`config.mk`:
```
export PLATFORM = sky130hd
export DESIGN_NAME = world_map_arbiter_flat
export DESIGN_NICKNAME = d
export VERILOG_FILES = /design/src/rtl/world_map_arbiter_if.sv /design/src/rtl/world_map_arbiter.sv /design/src/flat_wrapper.sv
export SDC_FILE = /design/constraint.sdc
export NUM_CORES = 1
export LEC_CHECK = 0
export ABC_AREA = 1
export CAP_MARGIN = 40
export CORE_UTILIZATION = 35
export DETAILED_ROUTE_END_ITERATION = 16
export DONT_BUFFER_PORTS = 1
export GPL_ROUTABILITY_DRIVEN = 1
export SETUP_SLACK_MARGIN = 0.15
export SLEW_MARGIN = 20
export SYNTH_ARGS = -nofsm -noshare
export SYNTH_HDL_FRONTEND = slang
export SYNTH_SLANG_ARGS = --single-unit
```
`constraint.sdc`:
```
create_clock -name clk -period 1.2 [get_ports clk]
set_input_delay 0.12 -clock clk [delete_from_list [all_inputs] [get_ports clk]]
set_output_delay 0.12 -clock clk [all_outputs]
set_load 0.01 [all_outputs]
```
`src/rtl/world_map_arbiter_if.sv`:
```
// World-map RAM sharing bundle: video fetch port, bot req/ack port and the
// registered single-port RAM interface. The arbiter takes the slave view.
interface world_map_arbiter_if #(
  parameter int unsigned ADDR_W = 14,
  parameter int unsigned DATA_W = 2
);
  // Video scan path
  logic              vid_req;
  logic [ADDR_W-1:0] vid_addr;
  logic              vid_valid;
  logic [DATA_W-1:0] vid_data;

  // Bot access
  logic              bot_req;
  logic              bot_wr;
  logic [ADDR_W-1:0] bot_addr;
  logic [DATA_W-1:0] bot_wdata;
  logic              bot_ack;
  logic [DATA_W-1:0] bot_rdata;

  // Single-port map RAM
  logic [ADDR_W-1:0] mem_addr;
  logic              mem_we;
  logic [DATA_W-1:0] mem_wdata;
  logic [DATA_W-1:0] mem_rdata;

  modport slave (
    input  vid_req, vid_addr, bot_req, bot_wr, bot_addr, bot_wdata, mem_rdata,
    output vid_valid, vid_data, bot_ack, bot_rdata, mem_addr, mem_we, mem_wdata
  );

  modport master (
    output vid_req, vid_addr, bot_req, bot_wr, bot_addr, bot_wdata, mem_rdata,
    input  vid_valid, vid_data, bot_ack, bot_rdata, mem_addr, mem_we, mem_wdata
  );
endinterface

```
`src/rtl/world_map_arbiter.sv`:
```
// Arbitrates the single-port world-map RAM between the video scan path
// (priority) and the bot. A starvation counter forces a bot slot after
// STARVE_MAX waiting cycles; the displaced video fetch goes to a 1-deep skid.
// Slot decided at E0, RAM driven at E1, RAM data at E2, result registered at E3.
// Optional feature: define WMA_BOT_WRITE_EN to let the bot write map cells.
module world_map_arbiter #(
  parameter int unsigned ADDR_W     = 14,
  parameter int unsigned DATA_W     = 2,
  parameter int unsigned STARVE_MAX = 32
) (
  input logic                clk,
  input logic                resetn,
  world_map_arbiter_if.slave bus
);

  localparam int unsigned StarveW = $clog2(STARVE_MAX + 1);

  typedef enum logic [1:0] {StIdle, StVid, StBot} slot_state_e;
  typedef enum logic [1:0] {TagNone, TagVid, TagBotRd, TagBotWr} slot_tag_e;

  // Slot FSM state and registered slot request
  slot_state_e       state_q, state_d;
  logic [ADDR_W-1:0] slot_addr_q, slot_addr_d;
  logic              slot_wr_q, slot_wr_d;

  // Video skid register, bot handshake and starvation tracking
  logic              vid_pend_q, vid_pend_d;
  logic [ADDR_W-1:0] vid_pend_addr_q, vid_pend_addr_d;
  logic              bot_busy_q, bot_busy_d;
  logic [StarveW-1:0] starve_q, starve_d;

  logic vid_cand, bot_cand, force_bot, bot_wr_req;

  // RAM-side registers and per-slot owner tags through the read pipe
  logic [ADDR_W-1:0] mem_addr_q;
  slot_tag_e         slot_tag, tag1_q, tag2_q;

  // Result registers
  logic              vid_valid_q;
  logic [DATA_W-1:0] vid_data_q;
  logic              bot_ack_q;
  logic [DATA_W-1:0] bot_rdata_q;
  logic              ack_defer_q;
  logic              ack_rd, wr_done, ack_wr;

`ifdef WMA_BOT_WRITE_EN
  logic [DATA_W-1:0] slot_wdata_q, slot_wdata_d;
  logic              mem_we_q;
  logic [DATA_W-1:0] mem_wdata_q;

  assign bot_wr_req = bus.bot_wr;
`else
  logic unused_bot;

  assign bot_wr_req = 1'b0;
  assign unused_bot = ^{bus.bot_wr, bus.bot_wdata};
`endif

  // Slot decision: forced bot slot, else video, else bot, else idle
  always_comb begin
    vid_cand        = bus.vid_req | vid_pend_q;
    bot_cand        = bus.bot_req & ~bot_busy_q;
    force_bot       = bot_cand & (starve_q == StarveW'(STARVE_MAX));
    state_d         = StIdle;
    slot_addr_d     = slot_addr_q;
    slot_wr_d       = 1'b0;
    vid_pend_d      = vid_pend_q;
    vid_pend_addr_d = vid_pend_addr_q;
`ifdef WMA_BOT_WRITE_EN
    slot_wdata_d    = slot_wdata_q;
`endif

    if (force_bot) begin
      state_d = StBot;
      // Displaced video strobe waits one slot in the skid register
      if (bus.vid_req) begin
        vid_pend_d      = 1'b1;
        vid_pend_addr_d = bus.vid_addr;
      end
    end else if (vid_cand) begin
      state_d = StVid;
      if (vid_pend_q) begin
        // Older pending fetch goes first; a new strobe takes its place
        slot_addr_d = vid_pend_addr_q;
        vid_pend_d  = bus.vid_req;
        if (bus.vid_req) begin
          vid_pend_addr_d = bus.vid_addr;
        end
      end else begin
        slot_addr_d = bus.vid_addr;
      end
    end else if (bot_cand) begin
      state_d = StBot;
    end

    if (state_d == StBot) begin
      slot_addr_d = bus.bot_addr;
      slot_wr_d   = bot_wr_req;
`ifdef WMA_BOT_WRITE_EN
      slot_wdata_d = bus.bot_wdata;
`endif
    end

    // Busy from grant until the cycle after the ack strobe
    if (state_d == StBot) begin
      bot_busy_d = 1'b1;
    end else if (bot_ack_q) begin
      bot_busy_d = 1'b0;
    end else begin
      bot_busy_d = bot_busy_q;
    end

    if ((state_d == StBot) || !bot_cand) begin
      starve_d = '0;
    end else if (starve_q != StarveW'(STARVE_MAX)) begin
      starve_d = starve_q + StarveW'(1);
    end else begin
      starve_d = starve_q;
    end
  end

  // Slot FSM and its registered slot outputs
  always_ff @(posedge clk) begin
    if (!resetn) begin
      state_q         <= StIdle;
      slot_addr_q     <= '0;
      slot_wr_q       <= 1'b0;
      vid_pend_q      <= 1'b0;
      vid_pend_addr_q <= '0;
      bot_busy_q      <= 1'b0;
      starve_q        <= '0;
`ifdef WMA_BOT_WRITE_EN
      slot_wdata_q    <= '0;
`endif
    end else begin
      state_q         <= state_d;
      slot_addr_q     <= slot_addr_d;
      slot_wr_q       <= slot_wr_d;
      vid_pend_q      <= vid_pend_d;
      vid_pend_addr_q <= vid_pend_addr_d;
      bot_busy_q      <= bot_busy_d;
      starve_q        <= starve_d;
`ifdef WMA_BOT_WRITE_EN
      slot_wdata_q    <= slot_wdata_d;
`endif
    end
  end

  // Owner tag of the slot issued at the last edge
  always_comb begin
    slot_tag = TagNone;
    unique case (state_q)
      StVid:   slot_tag = TagVid;
      StBot:   slot_tag = slot_wr_q ? TagBotWr : TagBotRd;
      default: slot_tag = TagNone;
    endcase
  end

  // Drive the RAM one cycle after the slot decision; address holds when idle
  always_ff @(posedge clk) begin
    if (!resetn) begin
      mem_addr_q <= '0;
      tag1_q     <= TagNone;
`ifdef WMA_BOT_WRITE_EN
      mem_we_q    <= 1'b0;
      mem_wdata_q <= '0;
`endif
    end else begin
      mem_addr_q <= slot_addr_q;
      tag1_q     <= slot_tag;
`ifdef WMA_BOT_WRITE_EN
      mem_we_q    <= slot_wr_q;
      mem_wdata_q <= slot_wdata_q;
`endif
    end
  end

  // A write ack colliding with a video result slips by one cycle so the two
  // strobes stay exclusive; bot_busy guarantees only one bot slot in flight.
  always_comb begin
    ack_rd  = (tag2_q == TagBotRd);
    wr_done = (tag1_q == TagBotWr);
    ack_wr  = (wr_done & (tag2_q != TagVid)) | ack_defer_q;
  end

  // Read pipe: route RAM data to the owner of the slot
  always_ff @(posedge clk) begin
    if (!resetn) begin
      tag2_q      <= TagNone;
      vid_valid_q <= 1'b0;
      vid_data_q  <= '0;
      bot_ack_q   <= 1'b0;
      bot_rdata_q <= '0;
      ack_defer_q <= 1'b0;
    end else begin
      tag2_q      <= tag1_q;
      vid_valid_q <= (tag2_q == TagVid);
      if (tag2_q == TagVid) begin
        vid_data_q <= bus.mem_rdata;
      end
      bot_ack_q <= ack_rd | ack_wr;
      if (ack_rd) begin
        bot_rdata_q <= bus.mem_rdata;
      end
      ack_defer_q <= wr_done & (tag2_q == TagVid);
    end
  end

  assign bus.vid_valid = vid_valid_q;
  assign bus.vid_data  = vid_data_q;
  assign bus.bot_ack   = bot_ack_q;
  assign bus.bot_rdata = bot_rdata_q;
  assign bus.mem_addr  = mem_addr_q;
`ifdef WMA_BOT_WRITE_EN
  assign bus.mem_we    = mem_we_q;
  assign bus.mem_wdata = mem_wdata_q;
`else
  assign bus.mem_we    = 1'b0;
  assign bus.mem_wdata = '0;
`endif

endmodule

```
`src/flat_wrapper.sv`:
```
// flat-port wrapper written by rule: the top's interface ports become plain ports
module world_map_arbiter_flat 
#(
  parameter int unsigned ADDR_W     = 14,
  parameter int unsigned DATA_W     = 2,
  parameter int unsigned STARVE_MAX = 32
)
  (clk, resetn, bus_vid_req, bus_vid_addr, bus_bot_req, bus_bot_wr, bus_bot_addr, bus_bot_wdata, bus_mem_rdata, bus_vid_valid, bus_vid_data, bus_bot_ack, bus_bot_rdata, bus_mem_addr, bus_mem_we, bus_mem_wdata);
  world_map_arbiter_if #(.ADDR_W(ADDR_W), .DATA_W(DATA_W)) bus_i ();
  input logic clk;
  input logic resetn;
  input wire logic [$bits(bus_i.vid_req)-1:0] bus_vid_req;
  input wire logic [$bits(bus_i.vid_addr)-1:0] bus_vid_addr;
  input wire logic [$bits(bus_i.bot_req)-1:0] bus_bot_req;
  input wire logic [$bits(bus_i.bot_wr)-1:0] bus_bot_wr;
  input wire logic [$bits(bus_i.bot_addr)-1:0] bus_bot_addr;
  input wire logic [$bits(bus_i.bot_wdata)-1:0] bus_bot_wdata;
  input wire logic [$bits(bus_i.mem_rdata)-1:0] bus_mem_rdata;
  output wire logic [$bits(bus_i.vid_valid)-1:0] bus_vid_valid;
  output wire logic [$bits(bus_i.vid_data)-1:0] bus_vid_data;
  output wire logic [$bits(bus_i.bot_ack)-1:0] bus_bot_ack;
  output wire logic [$bits(bus_i.bot_rdata)-1:0] bus_bot_rdata;
  output wire logic [$bits(bus_i.mem_addr)-1:0] bus_mem_addr;
  output wire logic [$bits(bus_i.mem_we)-1:0] bus_mem_we;
  output wire logic [$bits(bus_i.mem_wdata)-1:0] bus_mem_wdata;
  assign bus_i.vid_req = bus_vid_req;
  assign bus_i.vid_addr = bus_vid_addr;
  assign bus_i.bot_req = bus_bot_req;
  assign bus_i.bot_wr = bus_bot_wr;
  assign bus_i.bot_addr = bus_bot_addr;
  assign bus_i.bot_wdata = bus_bot_wdata;
  assign bus_i.mem_rdata = bus_mem_rdata;
  assign bus_vid_valid = bus_i.vid_valid;
  assign bus_vid_data = bus_i.vid_data;
  assign bus_bot_ack = bus_i.bot_ack;
  assign bus_bot_rdata = bus_i.bot_rdata;
  assign bus_mem_addr = bus_i.mem_addr;
  assign bus_mem_we = bus_i.mem_we;
  assign bus_mem_wdata = bus_i.mem_wdata;
  world_map_arbiter #(.ADDR_W(ADDR_W), .DATA_W(DATA_W), .STARVE_MAX(STARVE_MAX)) u_core (.clk(clk), .resetn(resetn), .bus(bus_i));
endmodule
```
# After elaboration in Yosys (flattened, before gate mapping)
# Cells that the tools add are included.
[op_classes]
addsub = 1
n_mul = 0
div_mod_pow = 0
magnitude_cmp = 0
n_eq_ne = 11
n_shift = 0
muxes = 18
n_bitwise = 9
reduce_logical = 10
[ops]
columns = ["cell", "count"]
rows = [
  ["14-bit 2-to-1 mux", 8],
  ["2-bit equality test (second input constant)", 4],
  ["2-bit nonzero test", 4],
  ["6-bit by 1-bit adder with 6-bit output (second input constant)", 1],
  ["6-bit equality test (second input constant)", 1],
  ["1-bit 2-to-1 mux", 6],
  ["2-bit 2-to-1 mux", 3],
  ["6-bit inequality test (second input constant)", 1],
  ["2-bit AND reduction", 3],
  ["1-bit bitwise AND", 4],
  ["2-bit by 1-bit equality test with 1-bit output (second input constant)", 2],
  ["2-bit inequality test (second input constant)", 2],
  ["2-bit case mux with 2 select lines", 1],
  ["1-bit OR", 3],
  ["2-bit by 1-bit inequality test with 1-bit output (second input constant)", 1],
  ["1-bit inverter", 2],
  ["2-bit OR reduction", 1],
  ["1-bit zero test", 1],
  ["1-bit logical OR", 1],
]
[totals]
ff_bits = 63
latchBits = 0
ramBits = 0
romBits = 0
input_bits = 37
output_inout_bits = 23
mem_count = 0

# Depth between registers and ports, before layout
# Gate-level depths: netlist of run 1.
[logic_depth]
depth_word = 8
depth_mapped = 10
ltp_nobuf = 10

# Least setup slack after synthesis of run 1
# OpenSTA, ideal clock, no wires.
[synth_path]
kind = "flip-flop to flip-flop"
from = "register u_core.starve_q[0]"
to = "register u_core.vid_pend_addr_q[0]"
arrival_time_ns = 1.121
t_required_ns = 1.085
setup_slack_ns = -0.036
stages_incl_launch_ff = 8
n_path_buf = 1
cell_sequence = "dfxtp_1 > inv_1 > ha_1 > nand4_4 > nand2_4 > buf_6 > a21oi_1 > nor2_1"
[synth_between]
elab_chain_len = 4
word_cells_on_any_way = 6
[synth_lines]
columns = ["item", "line_no", "source"]
rows = [
  ["start: declaration", "world_map_arbiter.sv:30", "logic [StarveW-1:0] starve_q, starve_d;"],
  ["start signal: assignment", "world_map_arbiter.sv:142", "starve_q <= starve_d;"],
  ["6-bit equality test (*)", "world_map_arbiter.sv:63", "force_bot = bot_cand & (starve_q == StarveW'(STARVE_MAX));"],
  ["1-bit bitwise AND (*)", "world_map_arbiter.sv:63", ""],
  ["2-bit nonzero test (no source line)", "n/a", ""],
  ["2-bit AND reduction (no source line)", "n/a", ""],
  ["end signal: assignment", "world_map_arbiter.sv:140", "vid_pend_addr_q <= vid_pend_addr_d;"],
  ["end: declaration", "world_map_arbiter.sv:28", "logic [ADDR_W-1:0] vid_pend_addr_q, vid_pend_addr_d;"],
]
# Every way passes the cells marked *; elsewhere a longest branch is shown, timed or not.
# A chain may end at the register's enable or synchronous reset.

# Worst setup path in the final report of run 1
[layout_path]
from = "register u_core.starve_q[0]"
to = "register u_core.vid_pend_addr_q[1]"
# Same word-level chain as after synthesis.

==> impl_results.md, run 1 <==
- Net Sw Power: 1067 uW
- WP buf/inv: 2
- Commonest non-fill, non-tap cell in the layout: nand2_1
- Peak supply drop: 505.0 uV
- Largest net degree at the start of global routing: 40
- Vias: 2,270
- Final min period: 1231 ps
- Total grt overflow: 0
- RSZ-0062 raised after global routing: true
- Final worst slack: -31.47 ps
- Vias in the first global route: 2,055
- Clk_skew: 4.625 ps
- Number of diodes: 0
- First DRT Iteration DRCs: 53
- Share of total power in sequential cells: 53.4%
- Critical path's largest stage delay: 330 ps
- Hold/Removal Path Class: in -> reg
- WL/cell: 12.07 um
- Int Pwr: 3128 uW
- Hold depth: 2
- Detail Route Antenna Nets: 0
- Initial Utilization: 36.79%
- CP Data Arrival Time: 1460 ps
- Routability cong.: 0.7293
- Critical Path Fanout Max: 8
- Width of the die: 90.02 um
- Path length in cells of the critical path: 7
- Place WS: -37.91 ps
- Die Y: 90.02 um
- Fmax: 0.8120 GHz
- Post-synthesis register bit count: 63
- Startpoint types: flop
- Hold_ws: -111.9 ps
- GRT Util Overall: 15.29%
- Met1 wire length: 2.937 mm
- CP required: 1430 ps
- R2R depth: 7
- Core area: 7370 um2
- Status: complete, but fails checks
- Fin nets: 433
- CTS tree: built
- Failing checks: negative hold slack, negative setup slack
- Fin. max-slew vios: 0
- Layout area overhead: 26.53%
- Port Buffers: 0
- Max Cap Violations: 0
- Period utilization: 102.6%
- Routed wl met3: 218 um
- Mean Syn Cell Area: 7.308 um2
- Clk_lat worst skew: 330 ps
- Combinational share of power: 9.3%
- Syn. warnings: 0
- Antenna violations before repair: 0
- CTS buffer count: 9
- Commonest non-fill, non-tap cells in the layout: nand2_1, dfxtp_1, inv_1, nor2_1, nand3_1
- DP Wirelength: 3.984 mm
- Clock transition at path regs: 70 ps
- Power density cells: 1223 nW/um2
- Via density per instance: 4.567
- First-pass GRT wire length: 9.749 mm
- DR top layer: met4
- Leakage Power: 0.001688 uW
- CTS H-Tree Depth: 3
- Die ar.: 8103 um2
- Clk root buf: clkbuf_8
- Cell chain of the critical path: inv_2, ha_4, nand4_4, nand2_4, clkbuf_16, a21oi_4, nor2_1
- Row cnt: 31
- Fill cells: 744
- Sink Count: 63
- CP delay by family, top: flip-flops
- Share of cells above drive strength 1: 26.13%
- Boundary pin count: 60
- Detailed Routing Iterations Pass 1: 4
- Bufs on Longest Clock Path: 2
- Pwr Total: 4195 uW
- Critical path type: reg -> reg
- DRT Wirelength: 6.001 mm
- CP endpoint kind: flop
- Switching Fraction: 25.43%
- Cell area after synthesis: 2711 um2
- Post-Syn Instances: 371
- Residual DRC: 0
- Final setup fails: 15
- Final hold vios: 42
- Met2 wire len: 2.761 mm
- Post-synthesis sequential area ratio: 46.52%
- Netlist cell types: 29
- CP max stage cell: dfxtp_2
- Proportion of power drawn by the clock network: 37.3%
[metrics by stage]
| step | util (%) | instances | hold slack (ps) | TNS (ps) | cell area [um2] |
|---|---|---|---|---|---|
| floorplan | - | 373 | 254.9 | 0 | 2789 |
| global placement | 40.05 | 471 | 224.3 | -39.07 | 2952 |
| detailed placement | 40.05 | 471 | 223.9 | -187.4 | 2952 |
| CTS | 44.35 | 492 | -134.1 | -1.665 | 3268 |
| global route | 46.55 | 497 | -118.8 | -2153 | 3431 |
| finish | 46.55 | 497 | -111.9 | -167.1 | 3431 |
[worst register-to-register path: cells and delay by family (launching register included)]
kind,cells,cell delay [ps]
buf+inv,2,230
fa+ha+maj,1,160
flops,1,330
simple gates,3,280
compound gates,1,130
[cell type report]
class / instances / area, um2 / share of cell area (%)
inverter: 60 / 230.2 / 6.710
clock inverter: 4 / 22.52 / 0.6565
tap: 99 / 123.9 / 3.611
timing repair buffer: 26 / 281.5 / 8.206
multi-input combinational: 234 / 1363 / 39.72
clock buffer: 11 / 141.4 / 4.121
sequential: 63 / 1269 / 36.98
[path summary, 6_finish.rpt]
check | start | endpoint | slack [ps]
hold / removal | resetn | u_core.tag2_q[0] | -110
hold reg to reg | u_core.state_q[0] | u_core.tag1_q[1] | 410
setup reg to reg | u_core.starve_q[0] | u_core.vid_pend_addr_q[1] | -30
setup / recovery | u_core.starve_q[0] | u_core.vid_pend_addr_q[1] | -30
[metal layers]
metal,up-vias,GRT usage [%]
li1,1188,-
met1,1026,20.79
met2,48,22.71
met3,8,4.484
met4,0,5.914
met5,-,0
[registers in the layout (all words and copies together), names as in the netlist]
name and flops:
u_core.bus.vid_valid 1, u_core.vid_pend_q 1, u_core.bus.bot_rdata 2, u_core.tag2_q 2, u_core.vid_pend_addr_q 14, u_core.bot_busy_q 1, u_core.state_q 2, u_core.slot_addr_q 14
u_core.bus.bot_ack 1, u_core.bus.vid_data 2, u_core.bus.mem_addr 14, u_core.ack_defer_q 1, u_core.starve_q 6, u_core.tag1_q 2
[synthesized netlist by cell type, drive strengths merged]
master  number  area, um2
and3         1      6.260
ha           2      25.02
nor2        42      197.7
buf         15      95.09
nand3       51      260.3
or2          1      6.260
dfxtp       63       1261
xnor2        1      8.760
nand4        2      27.53
conb         1      3.750
a21oi       24      135.1
nand2       91      369.1
clkbuf       2      7.510
inv         60      227.7
a31oi        1      6.260
o21ai       13      65.06
xor2         1      8.760
[kinds of logic after synthesis]
kind of cell             count (synthesis)  synth area share [%]
buffers and inverters                   77                 12.18
other                                    1                0.1383
adder cells (fa/ha/maj)                  2                0.9228
flip-flops                              63                 46.52
AND/OR/NAND/NOR                        188                 31.98
AO/OA/AOI/OAI                           38                 7.614
XOR/XNOR                                 2                0.6462
[power by group through the flow]
stage | sequential [uW] | clock, uW | combinational (uW)
after floorplan | 2280 | 0 | 298
after global placement | 2280 | 0 | 334
after detailed placement | 2290 | 0 | 341
after CTS | 2240 | 1620 | 373
after global routing | 2250 | 1710 | 452
final | 2240 | 1570 | 391
[what timing repair did]
action	CTS	global route
cloned	1	2
buffers inserted	0	1
endpoints found under the setup margin	36	41
hold buffers	5	2
pin swaps	11	9
hold endpoints to repair	54	42
resized for setup	24	22
Note: power is estimated with default switching activity, not from simulation.
==> run 2: changes to the inputs <==
--- a/config.mk
+++ b/config.mk
@@ -5,7 +5,6 @@
 export SDC_FILE = /design/constraint.sdc
 export NUM_CORES = 1
 export LEC_CHECK = 0
-export ABC_AREA = 1
 export CAP_MARGIN = 40
 export CORE_UTILIZATION = 35
 export DETAILED_ROUTE_END_ITERATION = 16
==> impl_results.md, run 2 <==
- Vias in the first global route: 2,155
- DRT Wirelength: 6.635 mm
- DP Wirelength: 4.269 mm
- Total grt overflow: 0
- First-pass GRT wire length: 10.23 mm
- Mean Syn Cell Area: 9.757 um2
- Cell area after synthesis: 2654 um2
- Proportion of power drawn by the clock network: 39.9%
- Net Sw Power: 1033 uW
- CTS H-Tree Depth: 3
- Die Y: 89.08 um
- Switching Fraction: 23.19%
- Commonest non-fill, non-tap cell in the layout: dfxtp_1
- CTS tree: built
- CP max stage cell: or4b_4
- Final worst slack: -379.0 ps
- Sequential standard cell area: 1267 um2
- Detailed Routing Iterations Pass 1: 4
- Reg2Reg Setup Slack: -380 ps
- Status: complete, but fails checks
- Peak supply drop: 601.7 uV
- Hold_ws: -95.57 ps
- Int Pwr: 3419 uW
- Fin. max-slew vios: 0
- Clk_skew: 6.619 ps
- Port Buffers: 0
- Sum of negative setup slack: -11,770 ps
- Leakage Power: 0.001443 uW
- Final setup fails: 38
- Top FF cell, synth: dfxtp_1
- Critical path's largest stage delay: 470 ps
- Critical Path Fanout Max: 14
- Post-Syn Instances: 272
- Final min period: 1579 ps
- Slew of the pin with the lowest slew margin: 506.2 ps
- Final std cells w/o fill: 431
- First DRT Iteration DRCs: 76
- Share of cells above drive strength 1: 31.02%
- Residual DRC: 0
- Pwr Total: 4452 uW
- Hold-fix buffers, CTS: 31
- Detail Route Antenna Nets: 0
- Fmax: 0.6333 GHz
- CTS buffer count: 9
- Hold/Removal Path Class: in -> reg
- Period utilization: 131.6%
- Max Cap Violations: 0
- Die ar.: 7934 um2
- Fill cells: 706
- Row cnt: 31
- FFs w/ async S/R, synth: 0%
- Startpoint types: flop
- Netlist cell types: 38
- Inst Count DP: 380
- Width of the die: 89.08 um
- Commonest non-fill, non-tap cells in the layout: dfxtp_1, nand2_1, dlygate4sd3_1, buf_4, mux2i_1
- Post-synthesis sequential area ratio: 47.52%
- Share of total power in sequential cells: 50.2%
- Critical path type: reg -> reg
- Top cells by count, synth: dfxtp_1, nand2_1, and2_1, inv_1, mux2i_1
- Fin nets: 368
- GRT Util Overall: 17.70%
- Failing checks: negative hold slack, negative setup slack
- CP required: 1470 ps
- Top-area cell type share of the netlist area: 47.52%
- Relative slew slack: 65.83%
- Via density per instance: 4.817
- Power density cells: 1207 nW/um2
- Number of diodes: 0
- Combinational share of power: 9.9%
- Final hold vios: 35
- Cell chain of the critical path: inv_2, ha_4, or4b_4, o21ai_4, buf_12, mux2i_1
- Vias: 2,076
- Area leader, netlist: dfxtp_1
- Boundary pin count: 60
- Largest net degree at the start of global routing: 52
- Clk root buf: clkbuf_8
- Top-count cell post-synth: dfxtp_1
- Post-synth EDFFs: 0
- Syn. warnings: 0
- Post-synthesis register bit count: 63
- RSZ-0062 raised after global routing: true
- Placement Cell Area: 2988 um2
- CP endpoint kind: flop
- Core area: 7292 um2
- Clock transition at path regs: 70 ps
- Antenna violations before repair: 0
- Clk_lat worst skew: 340 ps
- CP Data Arrival Time: 1850 ps
- Multi-input logic area: 1383 um2
- Finished Cell Area: 3689 um2
- Routability cong.: 0.7246
- Synth top area cells: dfxtp_1, mux2i_1, a221oi_1
- Bufs on Longest Clock Path: 2
- WL/cell: 15.39 um
- Layout area overhead: 38.99%
- Initial Utilization: 36.39%
- Sink Count: 63
## run 2: timing repair
action | 4_1_cts | 5_1_grt
endpoints found under the setup margin | 39 | 40
buffers inserted | 4 | 0
gates cloned | 2 | 0
resized for setup | 22 | 8
hold endpoints to repair | 53 | 35
pin swaps | 14 | 3
## run 2: kinds of logic after synthesis
kind of cell,share of synthesized area [%]
AOI/OAI and AO/OA,12.45
xor gates and xnor gates,0.9903
adders and majority gates,1.320
buffers and inverters,7.732
DFF,47.52
muxes,6.789
other,0.1413
and+or+nand+nor,23.06
## run 2: cell type report
class / instances / share of cell area, %
Sequential cell: 63 / 34.36
Timing Repair Buffer: 65 / 17.84
Clock inverter: 4 / 1.289
Inverter: 19 / 1.934
Clock buffer: 10 / 3.731
Multi-Input combinational cell: 171 / 37.48
Tap cell: 99 / 3.358
## run 2: worst paths after layout
path                                end  depth (start not counted)          startpoint
max reg2reg  u_core.vid_pend_addr_q[10]                          6  u_core.starve_q[1]
min                    u_core.tag1_q[0]                          2              resetn
min reg2reg            u_core.tag1_q[0]                          1   u_core.state_q[1]
max          u_core.vid_pend_addr_q[10]                          6  u_core.starve_q[1]
## run 2: worst max-delay path: cells and delay by family (launching register included)
| family | cells | cell delay [ps] |
|---|---|---|
| and+or+nand+nor | 1 | 470 |
| DFF | 1 | 320 |
| buffers and inverters | 2 | 240 |
| muxes | 1 | 190 |
| AOI/OAI and AO/OA | 1 | 160 |
| adders and majority gates | 1 | 120 |
## run 2: stage by stage
step / utilization [%] / worst slack (ps)
final: 50.58 / -379.0
after global routing: 50.58 / -452.4
after CTS: 50.36 / -386.7
after detailed placement: 40.97 / -374.1
after global placement: 40.97 / -324.6
after floorplan: - / -394.9
## run 2: metal layers
metal,routed length (um),up-vias,global-route usage [%],part of all wire (%)
met3,363,4,7.018,5.5
met1,2836,972,19.09,43
met5,0,-,0,0
met2,3397,52,32.24,51
li1,-,1048,-,-
met4,38,0,4.762,0.57
## run 2: power groups by stage
stage                     logic (uW)  registers [uW]  clock network, uW
after floorplan                  260            2260                  0
after global placement           293            2280                  0
after detailed placement         297            2280                  0
after CTS                        437            2240               1830
after global routing             482            2240               1910
final                            442            2240               1780
==> run 3: changes to the inputs <==
--- a/config.mk
+++ b/config.mk
@@ -6,10 +6,12 @@
 export NUM_CORES = 1
 export LEC_CHECK = 0
 export CAP_MARGIN = 40
-export CORE_UTILIZATION = 35
+export CORE_MARGIN = 4
+export CORE_UTILIZATION = 50
 export DETAILED_ROUTE_END_ITERATION = 16
 export DONT_BUFFER_PORTS = 1
 export GPL_ROUTABILITY_DRIVEN = 1
+export PLACE_DENSITY = 0.68
 export SETUP_SLACK_MARGIN = 0.15
 export SLEW_MARGIN = 20
 export SYNTH_ARGS = -nofsm -noshare
==> impl_results.md, run 3 (synthesized netlist as in run 2, its figures left out) <==
- Status: complete, but fails checks
- Failing checks: negative hold slack, negative setup slack
- Share of cells above drive strength 1: 31.25%
- Clk_lat worst skew: 340 ps
- Fill cells: 381
- First DRT Iteration DRCs: 82
- Fin nets: 370
- Final worst slack: -446.1 ps
- Die ar.: 6538 um2
- Antenna violations before repair: 0
- Commonest non-fill, non-tap cells in the layout: dfxtp_1, nand2_1, dlygate4sd3_1, buf_4
- Max Cap Violations: 0
- Detail Route Antenna Nets: 0
- Port Buffers: 0
- Clock transition at path regs: 70 ps
- Core area: 5140 um2
- Hold-fix buffers, CTS: 29
- CP Data Arrival Time: 1910 ps
- Startpoint types: flop
- Vias: 2,130
- Residual DRC: 0
- Width of the die: 80.86 um
- Leakage Power: 0.001479 uW
- Bufs on Longest Clock Path: 2
- Via density per instance: 5.246
- Boundary pin count: 60
- Critical Path Fanout Max: 7
- WP buf/inv: 2
- Fin. max-slew vios: 0
- Commonest non-fill, non-tap cell in the layout: dfxtp_1
- Inst Count DP: 352
- Power density cells: 1279 nW/um2
- CTS tree: built
- WL/cell: 16.16 um
- RSZ-0062 raised after global routing: true
- Die Y: 80.86 um
- First-pass GRT wire length: 10.81 mm
- Clk root buf: clkbuf_8
- Finished Core Util: 72.40%
- Largest net degree at the start of global routing: 52
- HP Start: resetn
- Final setup fails: 38
- Vias in the first global route: 2,251
- CTS buffer count: 9
- Hold_ws: -103.4 ps
- Finished Cell Area: 3721 um2
- Total grt overflow: 0
- CP required: 1470 ps
- Sink Count: 63
- CP delay by family, top: simple AND/OR/NAND/NOR gates
- Layout area overhead: 40.22%
- Routability cong.: 0.7762
- Placement Cell Area: 2972 um2
- CP endpoint kind: flop
- CP startpoint: u_core.starve_q[1]
- Fmax: 0.6075 GHz
- CP max stage cell: or4b_4
- Cell chain of the critical path: inv_2, ha_4, or4b_4, o21ai_4, buf_12, mux2i_1
- Peak supply drop: 854.1 uV
- DP Wirelength: 3.859 mm
- Place WS: -435.1 ps
- Final std cells w/o fill: 406
- Period utilization: 137.2%
- Detailed Routing Iterations Pass 1: 5
- RR Startpoint: u_core.starve_q[1]
- Final min period: 1646 ps
- Row cnt: 26
- CTS H-Tree Depth: 3
- Hold/Removal Path Class: in -> reg
- Clk_skew: 7.053 ps
- Number of diodes: 0
- Initial Utilization: 51.63%
- Critical path type: reg -> reg
- Critical path's largest stage delay: 490 ps
- Final hold vios: 35
- DRT Wirelength: 6.561 mm
- GRT Util Overall: 21.94%
run 3: power breakdown:
group	internal (uW)	total (uW)	switching [uW]	leakage, uW
Clock	1280	2090	808	0.000114
Combinational	256	439	183	0.000848
Sequential	2180	2230	54.6	0.000517
run 3: path summary, 6_finish.rpt:
check	endpoint	slack, ps	depth (start not counted)
max reg2reg	u_core.vid_pend_addr_q[12]	-450	6
max	u_core.vid_pend_addr_q[12]	-450	6
min reg2reg	u_core.tag1_q[0]	410	1
min	u_core.tag1_q[0]	-100	2
run 3: cell type report:
type / instances / area [um2] / share of cell area, %
clock buffer: 13 / 158.9 / 4.270
clock inverter: 3 / 65.06 / 1.748
inverter: 19 / 71.32 / 1.917
multi-input combinational: 171 / 1366 / 36.72
sequential: 63 / 1267 / 34.06
tap: 70 / 87.58 / 2.354
timing repair buffer: 67 / 704.4 / 18.93
run 3: routing by layer:
metal  share of wire (%)  wire, um  up-vias  global-route usage [%]
met5                   0         0        -                       0
met4                 2.7       180        0                   11.32
met3                 5.8       378       17                   6.541
met2                  52      3388       60                   37.36
met1                  40      2613     1002                   24.72
li1                    -         -     1051                       -
run 3: worst register-to-register path, delay by kind of cell (launching register included):
kind            cells  cell delay [ps]
mux                 1              200
buf+inv             2              220
simple gates        1              490
fa+ha+maj           1              130
flops               1              320
compound gates      1              210
run 3: what timing repair did:
action	in CTS	in global routing
gates resized for setup	19	13
buffers inserted	7	0
gates cloned	2	0
endpoints found under the setup margin	39	39
pin swaps	15	7
endpoints found under the hold margin	55	35
run 3: metrics by stage:
stage / TNS (ps) / power (uW)
final: -12510 / 4758
after global routing: -15080 / 4961
after CTS: -12380 / 4781
after detailed placement: -13220 / 2565
after global placement: -11750 / 2560
after floorplan: -8178 / 2521
